## src/rtl/tensor_smem_port_pkg.sv

```systemverilog
// Shared constants, slot-tag sizing and tensor-core bus payload types for the
// tensor core <-> shared-memory operand port.
package tensor_smem_port_pkg;

   localparam int unsigned NUM_THREADS     = 8;
   localparam int unsigned XLEN            = 32;
   localparam int unsigned DEF_DATA_W      = NUM_THREADS * XLEN;
   localparam int unsigned DEF_TAG_W       = 4;
   localparam int unsigned DEF_DEPTH       = 4;
   localparam int unsigned DEF_SMEM_ADDR_W = 14;
   localparam logic [XLEN-1:0] DEF_SMEM_BASE = 32'hFF00_0000;

   function automatic int unsigned slot_tag_w(input int unsigned depth);
      return (depth > 1) ? $clog2(depth) : 1;
   endfunction

   typedef struct packed {
      logic [XLEN-1:0]      addr;
      logic [DEF_TAG_W-1:0] tag;
   } tc_req_t;

   typedef struct packed {
      logic [DEF_TAG_W-1:0]  tag;
      logic [DEF_DATA_W-1:0] data;
   } tc_rsp_t;

endpackage

```

## src/rtl/tensor_smem_port_if.sv

```systemverilog
// Tensor-core request/response and SMEM request/response channels of one
// operand port; slave is the adapter side, master is the environment side.
interface tensor_smem_port_if
   import tensor_smem_port_pkg::*;
#(
   parameter int unsigned DEPTH       = DEF_DEPTH,
   parameter int unsigned TAG_W       = DEF_TAG_W,
   parameter int unsigned ADDR_W      = XLEN,
   parameter int unsigned DATA_W      = DEF_DATA_W,
   parameter int unsigned SMEM_ADDR_W = DEF_SMEM_ADDR_W,
   localparam int unsigned WADDR_W    = SMEM_ADDR_W - $clog2(DATA_W / 8),
   localparam int unsigned SW         = slot_tag_w(DEPTH)
);

   logic              tc_req_valid;
   logic              tc_req_ready;
   logic [ADDR_W-1:0] tc_req_addr;
   logic [TAG_W-1:0]  tc_req_tag;
   logic              tc_rsp_valid;
   logic              tc_rsp_ready;
   logic [TAG_W-1:0]  tc_rsp_tag;
   logic [DATA_W-1:0] tc_rsp_data;

   logic               mem_req_valid;
   logic               mem_req_ready;
   logic [WADDR_W-1:0] mem_req_addr;
   logic [SW-1:0]      mem_req_tag;
   logic               mem_rsp_valid;
   logic [SW-1:0]      mem_rsp_tag;
   logic [DATA_W-1:0]  mem_rsp_data;

   modport slave (
      input  tc_req_valid, tc_req_addr, tc_req_tag, tc_rsp_ready,
      input  mem_req_ready, mem_rsp_valid, mem_rsp_tag, mem_rsp_data,
      output tc_req_ready, tc_rsp_valid, tc_rsp_tag, tc_rsp_data,
      output mem_req_valid, mem_req_addr, mem_req_tag
   );

   modport master (
      output tc_req_valid, tc_req_addr, tc_req_tag, tc_rsp_ready,
      output mem_req_ready, mem_rsp_valid, mem_rsp_tag, mem_rsp_data,
      input  tc_req_ready, tc_rsp_valid, tc_rsp_tag, tc_rsp_data,
      input  mem_req_valid, mem_req_addr, mem_req_tag
   );

endinterface

```

## src/rtl/tensor_smem_port_rob.sv

```systemverilog
// Reorder buffer: slots allocated in issue order, filled out of order by slot
// index, retired in order from the head.
module tensor_smem_rob
   import tensor_smem_port_pkg::*;
#(
   parameter int unsigned DEPTH  = DEF_DEPTH,
   parameter int unsigned TAG_W  = DEF_TAG_W,
   parameter int unsigned DATA_W = DEF_DATA_W,
   localparam int unsigned SW    = slot_tag_w(DEPTH)
) (
   input  logic              clk,
   input  logic              reset,
   input  logic              i_alloc,
   input  logic [TAG_W-1:0]  i_alloc_tag,
   input  logic              i_fill,
   input  logic [SW-1:0]     i_fill_slot,
   input  logic [DATA_W-1:0] i_fill_data,
   input  logic              i_rsp_ready,
   output logic              o_full,
   output logic              o_busy,
   output logic [SW-1:0]     o_tail,
   output logic              o_fill_err,
   output logic              o_rsp_valid,
   output logic [TAG_W-1:0]  o_rsp_tag,
   output logic [DATA_W-1:0] o_rsp_data
);

   localparam logic [SW:0]   CNT_ONE  = 1;
   localparam logic [SW-1:0] PTR_ONE  = 1;
   localparam logic [SW:0]   FULL_CNT = (SW + 1)'(DEPTH);

   logic [SW-1:0]     r_head;
   logic [SW-1:0]     r_tail;
   logic [SW:0]       r_count;
   logic              r_busy;
   logic [DEPTH-1:0]  r_pending;
   logic [DEPTH-1:0]  r_done;
   logic [TAG_W-1:0]  r_tag  [DEPTH];
   logic [DATA_W-1:0] r_data [DEPTH];

   logic        w_fill_ok;
   logic        w_retire;
   logic [SW:0] w_count_nxt;

   assign w_fill_ok  = r_pending[i_fill_slot] && !r_done[i_fill_slot];
   assign w_retire   = o_rsp_valid && i_rsp_ready;
   assign o_fill_err = i_fill && !w_fill_ok;

   assign o_full      = (r_count == FULL_CNT);
   assign o_busy      = r_busy;
   assign o_tail      = r_tail;
   assign o_rsp_valid = r_done[r_head];
   assign o_rsp_tag   = o_rsp_valid ? r_tag[r_head]  : '0;
   assign o_rsp_data  = o_rsp_valid ? r_data[r_head] : '0;

   always_comb begin
      w_count_nxt = r_count;
      case ({i_alloc, w_retire})
         2'b10:   w_count_nxt = r_count + CNT_ONE;
         2'b01:   w_count_nxt = r_count - CNT_ONE;
         default: w_count_nxt = r_count;
      endcase
   end

   // A fill aimed at the head being retired is never w_fill_ok, so the
   // retire clear below cannot collide with a legitimate done set.
   always_ff @(posedge clk or posedge reset) begin
      if (reset) begin
         r_head    <= '0;
         r_tail    <= '0;
         r_count   <= '0;
         r_busy    <= 1'b0;
         r_pending <= '0;
         r_done    <= '0;
      end else begin
         if (i_alloc) begin
            r_pending[r_tail] <= 1'b1;
            r_tail            <= r_tail + PTR_ONE;
         end
         if (i_fill && w_fill_ok) begin
            r_done[i_fill_slot] <= 1'b1;
         end
         if (w_retire) begin
            r_pending[r_head] <= 1'b0;
            r_done[r_head]    <= 1'b0;
            r_head            <= r_head + PTR_ONE;
         end
         r_count <= w_count_nxt;
         r_busy  <= (w_count_nxt != '0);
      end
   end

   always_ff @(posedge clk) begin
      if (i_alloc) begin
         r_tag[r_tail] <= i_alloc_tag;
      end
      if (i_fill && w_fill_ok) begin
         r_data[i_fill_slot] <= i_fill_data;
      end
   end

endmodule

```

## src/rtl/tensor_smem_port.sv

```systemverilog
// Tensor core operand port to shared-memory bank group: address translation,
// request/response handshake glue and sticky error flag around the ROB.
module tensor_smem_port
   import tensor_smem_port_pkg::*;
#(
   parameter int unsigned       DEPTH       = DEF_DEPTH,
   parameter int unsigned       TAG_W       = DEF_TAG_W,
   parameter int unsigned       ADDR_W      = XLEN,
   parameter int unsigned       DATA_W      = DEF_DATA_W,
   parameter logic [ADDR_W-1:0] SMEM_BASE   = DEF_SMEM_BASE,
   parameter int unsigned       SMEM_ADDR_W = DEF_SMEM_ADDR_W
) (
   input  logic                 clk,
   input  logic                 reset,
   tensor_smem_port_if.slave    bus,
   output logic                 busy,
   output logic                 err
);

   localparam int unsigned OFF_W = $clog2(DATA_W / 8);

   logic [ADDR_W-1:0] w_offset;
   logic              w_oow;
   logic              w_full;
   logic              w_issue;
   logic              w_fill_err;
   logic              w_unused_ofs;
   logic              r_err;

   assign w_offset     = bus.tc_req_addr - SMEM_BASE;
   assign w_oow        = |w_offset[ADDR_W-1:SMEM_ADDR_W];
   assign w_unused_ofs = ^w_offset[OFF_W-1:0];

   assign bus.mem_req_valid = bus.tc_req_valid && !w_full;
   assign bus.tc_req_ready  = bus.mem_req_ready && !w_full;
   assign bus.mem_req_addr  = w_offset[SMEM_ADDR_W-1:OFF_W];
   assign w_issue           = bus.tc_req_valid && bus.tc_req_ready;

   tensor_smem_rob #(
      .DEPTH  (DEPTH),
      .TAG_W  (TAG_W),
      .DATA_W (DATA_W)
   ) u_rob (
      .clk         (clk),
      .reset       (reset),
      .i_alloc     (w_issue),
      .i_alloc_tag (bus.tc_req_tag),
      .i_fill      (bus.mem_rsp_valid),
      .i_fill_slot (bus.mem_rsp_tag),
      .i_fill_data (bus.mem_rsp_data),
      .i_rsp_ready (bus.tc_rsp_ready),
      .o_full      (w_full),
      .o_busy      (busy),
      .o_tail      (bus.mem_req_tag),
      .o_fill_err  (w_fill_err),
      .o_rsp_valid (bus.tc_rsp_valid),
      .o_rsp_tag   (bus.tc_rsp_tag),
      .o_rsp_data  (bus.tc_rsp_data)
   );

   // Out-of-window requests are still issued; they only raise the flag.
   always_ff @(posedge clk or posedge reset) begin
      if (reset) begin
         r_err <= 1'b0;
      end else if ((w_issue && w_oow) || w_fill_err) begin
         r_err <= 1'b1;
      end
   end

   assign err = r_err;

endmodule
```

## src/flat_wrapper.sv

```systemverilog
// flat-port wrapper written by rule: the top's interface ports become plain ports
module tensor_smem_port_flat import tensor_smem_port_pkg::*;
#(
   parameter int unsigned       DEPTH       = DEF_DEPTH,
   parameter int unsigned       TAG_W       = DEF_TAG_W,
   parameter int unsigned       ADDR_W      = XLEN,
   parameter int unsigned       DATA_W      = DEF_DATA_W,
   parameter logic [ADDR_W-1:0] SMEM_BASE   = DEF_SMEM_BASE,
   parameter int unsigned       SMEM_ADDR_W = DEF_SMEM_ADDR_W
)
  (clk, reset, busy, err, bus_tc_req_valid, bus_tc_req_addr, bus_tc_req_tag, bus_tc_rsp_ready, bus_mem_req_ready, bus_mem_rsp_valid, bus_mem_rsp_tag, bus_mem_rsp_data, bus_tc_req_ready, bus_tc_rsp_valid, bus_tc_rsp_tag, bus_tc_rsp_data, bus_mem_req_valid, bus_mem_req_addr, bus_mem_req_tag);
  tensor_smem_port_if #(.DEPTH(DEPTH), .TAG_W(TAG_W), .ADDR_W(ADDR_W), .DATA_W(DATA_W), .SMEM_ADDR_W(SMEM_ADDR_W)) bus_i ();
  input  logic clk;
  input  logic reset;
  output logic busy;
  output logic err;
  input wire logic [$bits(bus_i.tc_req_valid)-1:0] bus_tc_req_valid;
  input wire logic [$bits(bus_i.tc_req_addr)-1:0] bus_tc_req_addr;
  input wire logic [$bits(bus_i.tc_req_tag)-1:0] bus_tc_req_tag;
  input wire logic [$bits(bus_i.tc_rsp_ready)-1:0] bus_tc_rsp_ready;
  input wire logic [$bits(bus_i.mem_req_ready)-1:0] bus_mem_req_ready;
  input wire logic [$bits(bus_i.mem_rsp_valid)-1:0] bus_mem_rsp_valid;
  input wire logic [$bits(bus_i.mem_rsp_tag)-1:0] bus_mem_rsp_tag;
  input wire logic [$bits(bus_i.mem_rsp_data)-1:0] bus_mem_rsp_data;
  output wire logic [$bits(bus_i.tc_req_ready)-1:0] bus_tc_req_ready;
  output wire logic [$bits(bus_i.tc_rsp_valid)-1:0] bus_tc_rsp_valid;
  output wire logic [$bits(bus_i.tc_rsp_tag)-1:0] bus_tc_rsp_tag;
  output wire logic [$bits(bus_i.tc_rsp_data)-1:0] bus_tc_rsp_data;
  output wire logic [$bits(bus_i.mem_req_valid)-1:0] bus_mem_req_valid;
  output wire logic [$bits(bus_i.mem_req_addr)-1:0] bus_mem_req_addr;
  output wire logic [$bits(bus_i.mem_req_tag)-1:0] bus_mem_req_tag;
  assign bus_i.tc_req_valid = bus_tc_req_valid;
  assign bus_i.tc_req_addr = bus_tc_req_addr;
  assign bus_i.tc_req_tag = bus_tc_req_tag;
  assign bus_i.tc_rsp_ready = bus_tc_rsp_ready;
  assign bus_i.mem_req_ready = bus_mem_req_ready;
  assign bus_i.mem_rsp_valid = bus_mem_rsp_valid;
  assign bus_i.mem_rsp_tag = bus_mem_rsp_tag;
  assign bus_i.mem_rsp_data = bus_mem_rsp_data;
  assign bus_tc_req_ready = bus_i.tc_req_ready;
  assign bus_tc_rsp_valid = bus_i.tc_rsp_valid;
  assign bus_tc_rsp_tag = bus_i.tc_rsp_tag;
  assign bus_tc_rsp_data = bus_i.tc_rsp_data;
  assign bus_mem_req_valid = bus_i.mem_req_valid;
  assign bus_mem_req_addr = bus_i.mem_req_addr;
  assign bus_mem_req_tag = bus_i.mem_req_tag;
  tensor_smem_port #(.DEPTH(DEPTH), .TAG_W(TAG_W), .ADDR_W(ADDR_W), .DATA_W(DATA_W), .SMEM_BASE(SMEM_BASE), .SMEM_ADDR_W(SMEM_ADDR_W)) u_core (.clk(clk), .reset(reset), .bus(bus_i), .busy(busy), .err(err));
endmodule
```

## config.mk

```make
export PLATFORM = sky130hd
export DESIGN_NAME = tensor_smem_port_flat
export DESIGN_NICKNAME = d
export VERILOG_FILES = /design/src/rtl/tensor_smem_port_pkg.sv /design/src/rtl/tensor_smem_port_if.sv /design/src/rtl/tensor_smem_port_rob.sv /design/src/rtl/tensor_smem_port.sv /design/src/flat_wrapper.sv
export SDC_FILE = /design/constraint.sdc
export NUM_CORES = 1
export LEC_CHECK = 0
export ABC_AREA = 1
export CORE_ASPECT_RATIO = 1.75
export CORE_MARGIN = 1
export CORE_UTILIZATION = 59
export DETAILED_ROUTE_END_ITERATION = 16
export PLACE_DENSITY = 0.83
export RECOVER_POWER = 50
export SYNTH_ARGS = -nofsm -noshare
export SYNTH_HDL_FRONTEND = slang
export SYNTH_HIERARCHICAL = 1
export SYNTH_SLANG_ARGS = --single-unit
```

## constraint.sdc

```tcl
create_clock -name clk -period 15 [get_ports clk]
set_input_delay 2.25 -clock clk [delete_from_list [all_inputs] [get_ports clk]]
set_output_delay 2.25 -clock clk [all_outputs]
set_load 0.01 [all_outputs]
```

==> impl_metrics.ini <==
[clock_network]
cts_buffers = 90
clk_latency_ns = 0.65
root_buffer = clkbuf_16
ctsResizeCount = 0
cts_max_path_buffers = 3
post-cts-setup-buffer-count = 0
clkTransAtPathRegs_ns = 0.06
clock_sinks = 1057
tritoncts = built
postCtsHoldBufs = 0
htreeDepth = 3

[logic_synthesis]
ys_seq_elements = 1057
yosys.cell_types.count = 29
syn_inst = 3223
synth_top_area_share_pct = 75.18
yosysTopAreaCell = edfxtp_1
yosysSeqAreaShare_pct = 76.20
synth_area_leaders = edfxtp_1, o21ai_0, nor2_1, o22ai_1, nand2_1
synth_nets = 3533
synth_warnings = 6
avgSynthCellArea_um2 = 12.89
syn_area_mm2 = 0.04154

[sta]
fmax_ghz = 0.09107
setup_violations = 0
rsz0062_at_grt = no
drv_slew = 299
fin_crit_ns = 10.98
setup_tns_ns = 0
hold_viol_final = 0
min_period_over_period_pct = 73.20
tightest_slew_ns = 5.959
max_slew_margin_pct = -297.2
whs_ns = 0.4819
finalClockSkew_ns = 0.02053

[final_layout]
fin_cells = 4696
layout_common_cells = edfxtp_1, nor2_1, o21ai_0
areaGrowthSynthToFinish_pct = 21.83
final_common_cell = edfxtp_1
drive_above_1_share_pct = 4.618
regArea_mm2 = 0.03166
multi_input_area_mm2 = 0.007692
finalInstanceArea_mm2 = 0.05061
fin_nets = 3986
fillCellCount = 4206

[floorplan]
rows = 128
die_y_um = 353.0
die_x_um = 202.6
initial_core_util_pct = 59.63
die_area_mm2 = 0.07152
fp.coreArea_mm2 = 0.06967
ios = 576

[drt]
highest_layer = met5
met1_length_um = 36360
drt-initial-drc-count = 2571
drt-vias-per-instance = 5.795
dr_total_vias = 27213
drc = 0
wirelength_um = 100200
antenna_left = 0
wl_met2_um = 51000
detail_route.wl_per_cell_um = 21.34
route.met3.wl_um = 8854
dr.pass1.iters = 5

[placement]
port_buffers = 552
placed_cells = 4494
dp_hpwl_um = 54990
place.gp.congestion = 0.7551
place_area_mm2 = 0.04738

[hold_path]
hp-class = reg -> reg

[critical_path]
critPathArrivalTime_ns = 8.73
worstSetupPathType = reg -> out
end_kind = primary output
critPathRequiredTime_ns = 12.75
critPathMaxFanout = 94
critPathLaunchType = register

[global_route]
globalRoute.totalOverflow = 0
grt_pass1_wl_um = 149600
grt_max_degree = 242
antenna_found_initial = 54
grt_pass1_vias = 26849
grt_use_total_pct = 27.34

[pwr]
vdd.ir_drop.worst_v = 0.0001958
p_per_area_mw_per_mm2 = 194.7
power_leakage_uw = 0.01831

[status]
outcome = finished, violations left
violations = max-capacitance violations, max-slew violations

[job]
maxCapViolCount = 4
==> metrics by stage <==
stage          util, %  power, µW  worst slack, ns
2_1_floorplan        -       5698            6.539
3_3_place_gp     68.01       7282            7.710
3_5_place_dp     68.01       7375            7.691
4_1_cts          72.54       9844            6.958
5_1_grt          72.61      10310            3.504
6_report         72.65       9854            4.019
==> area by class of cell <==
| cell class | instances | share of cell area [%] |
|---|---|---|
| Sequential cell | 1057 | 62.56 |
| Multi-Input combinational cell | 1659 | 15.20 |
| Timing Repair Buffer | 575 | 11.33 |
| Clock buffer | 102 | 4.623 |
| Tap cell | 910 | 2.250 |
| Inverter | 293 | 2.232 |
| Clock inverter | 60 | 1.604 |
| Antenna cell | 40 | 0.1978 |
==> cell usage after synthesis, drive strengths merged <==
master  count
nand2     294
and2        1
buf        87
a21oi       5
edfxtp   1040
o21ai     523
or2         1
nor2      547
nor3        2
o22ai     260
mux2        1
xnor2       1
xor2        3
dfrtp      17
fa          1
ha          9
clkbuf    127
inv       293
a21boi      1
nand4       4
nand3       6
==> cell families (layout without fill, tap and decap cells) <==
| kind of cell | after synthesis | count (layout) | synth area share [%] |
|---|---|---|---|
| compound gates | 789 | 789 | 10.29 |
| simple gates | 855 | 855 | 7.810 |
| mux | 1 | 1 | 0.02710 |
| xor+xnor | 4 | 4 | 0.08435 |
| fa+ha+maj | 10 | 10 | 0.3193 |
| other cells | 0 | 40 | 0 |
| flops | 1057 | 1057 | 76.20 |
| buf+inv | 507 | 1030 | 5.265 |
==> critical path, cell delays in order, from the launching register on <==
cell and delay [ns]:
dfrtp_4 0.94, inv_6 0.46, nand3_1 0.20, and2_0 3.71, buf_4 0.97, buf_4 0.75, nand2_1 0.18, inv_1 0.12
clkdlybuf4s50_1 0.57
==> per-layer routing <==
metal	global-route usage, %	up-vias
met3	6.654	236
met2	46.37	1361
met1	33.12	13234
li1	-	12348
met4	12.23	34
met5	0	-
==> final timing paths <==
| check | start | cells after the start | endpoint | slack [ns] |
|---|---|---|---|---|
| setup / recovery | u_core/u_rob/r_head[1] | 8 | bus_tc_rsp_data[141] | 4.02 |
| hold / removal | u_core/err | 2 | u_core/err | 0.48 |
| setup reg to reg | u_core/u_rob/r_head[1] | 11 | u_core/u_rob/o_busy | 6.93 |
| hold reg to reg | u_core/err | 2 | u_core/err | 0.48 |
| max in group asynchronous | reset | 2 | u_core/u_rob/r_head[1] | 12.40 |
| min in group asynchronous | reset | 2 | u_core/err | 1.91 |
==> power breakdown <==
| group | switching [µW] | internal, µW | leakage, µW |
|---|---|---|---|
| Combinational | 2360 | 1560 | 0.00721 |
| Sequential | 92.8 | 3390 | 0.00958 |
| Clock | 1030 | 1430 | 0.00152 |
| Total | 3480 | 6380 | 0.0183 |
==> flip-flops by register name (all words and copies together) (netlist names) <==
signal / flops
u_core/u_rob/r_count: 3
u_core/u_rob/r_pending: 4
u_core/u_rob/r_done: 4
u_core/u_rob/r_data: 1024
u_core/u_rob/o_busy: 1
u_core/u_rob/r_head: 2
u_core/u_rob/o_tail: 2
u_core/u_rob/r_tag: 16
u_core/err: 1
No activity file was read; power rests on OpenSTA's default activity.
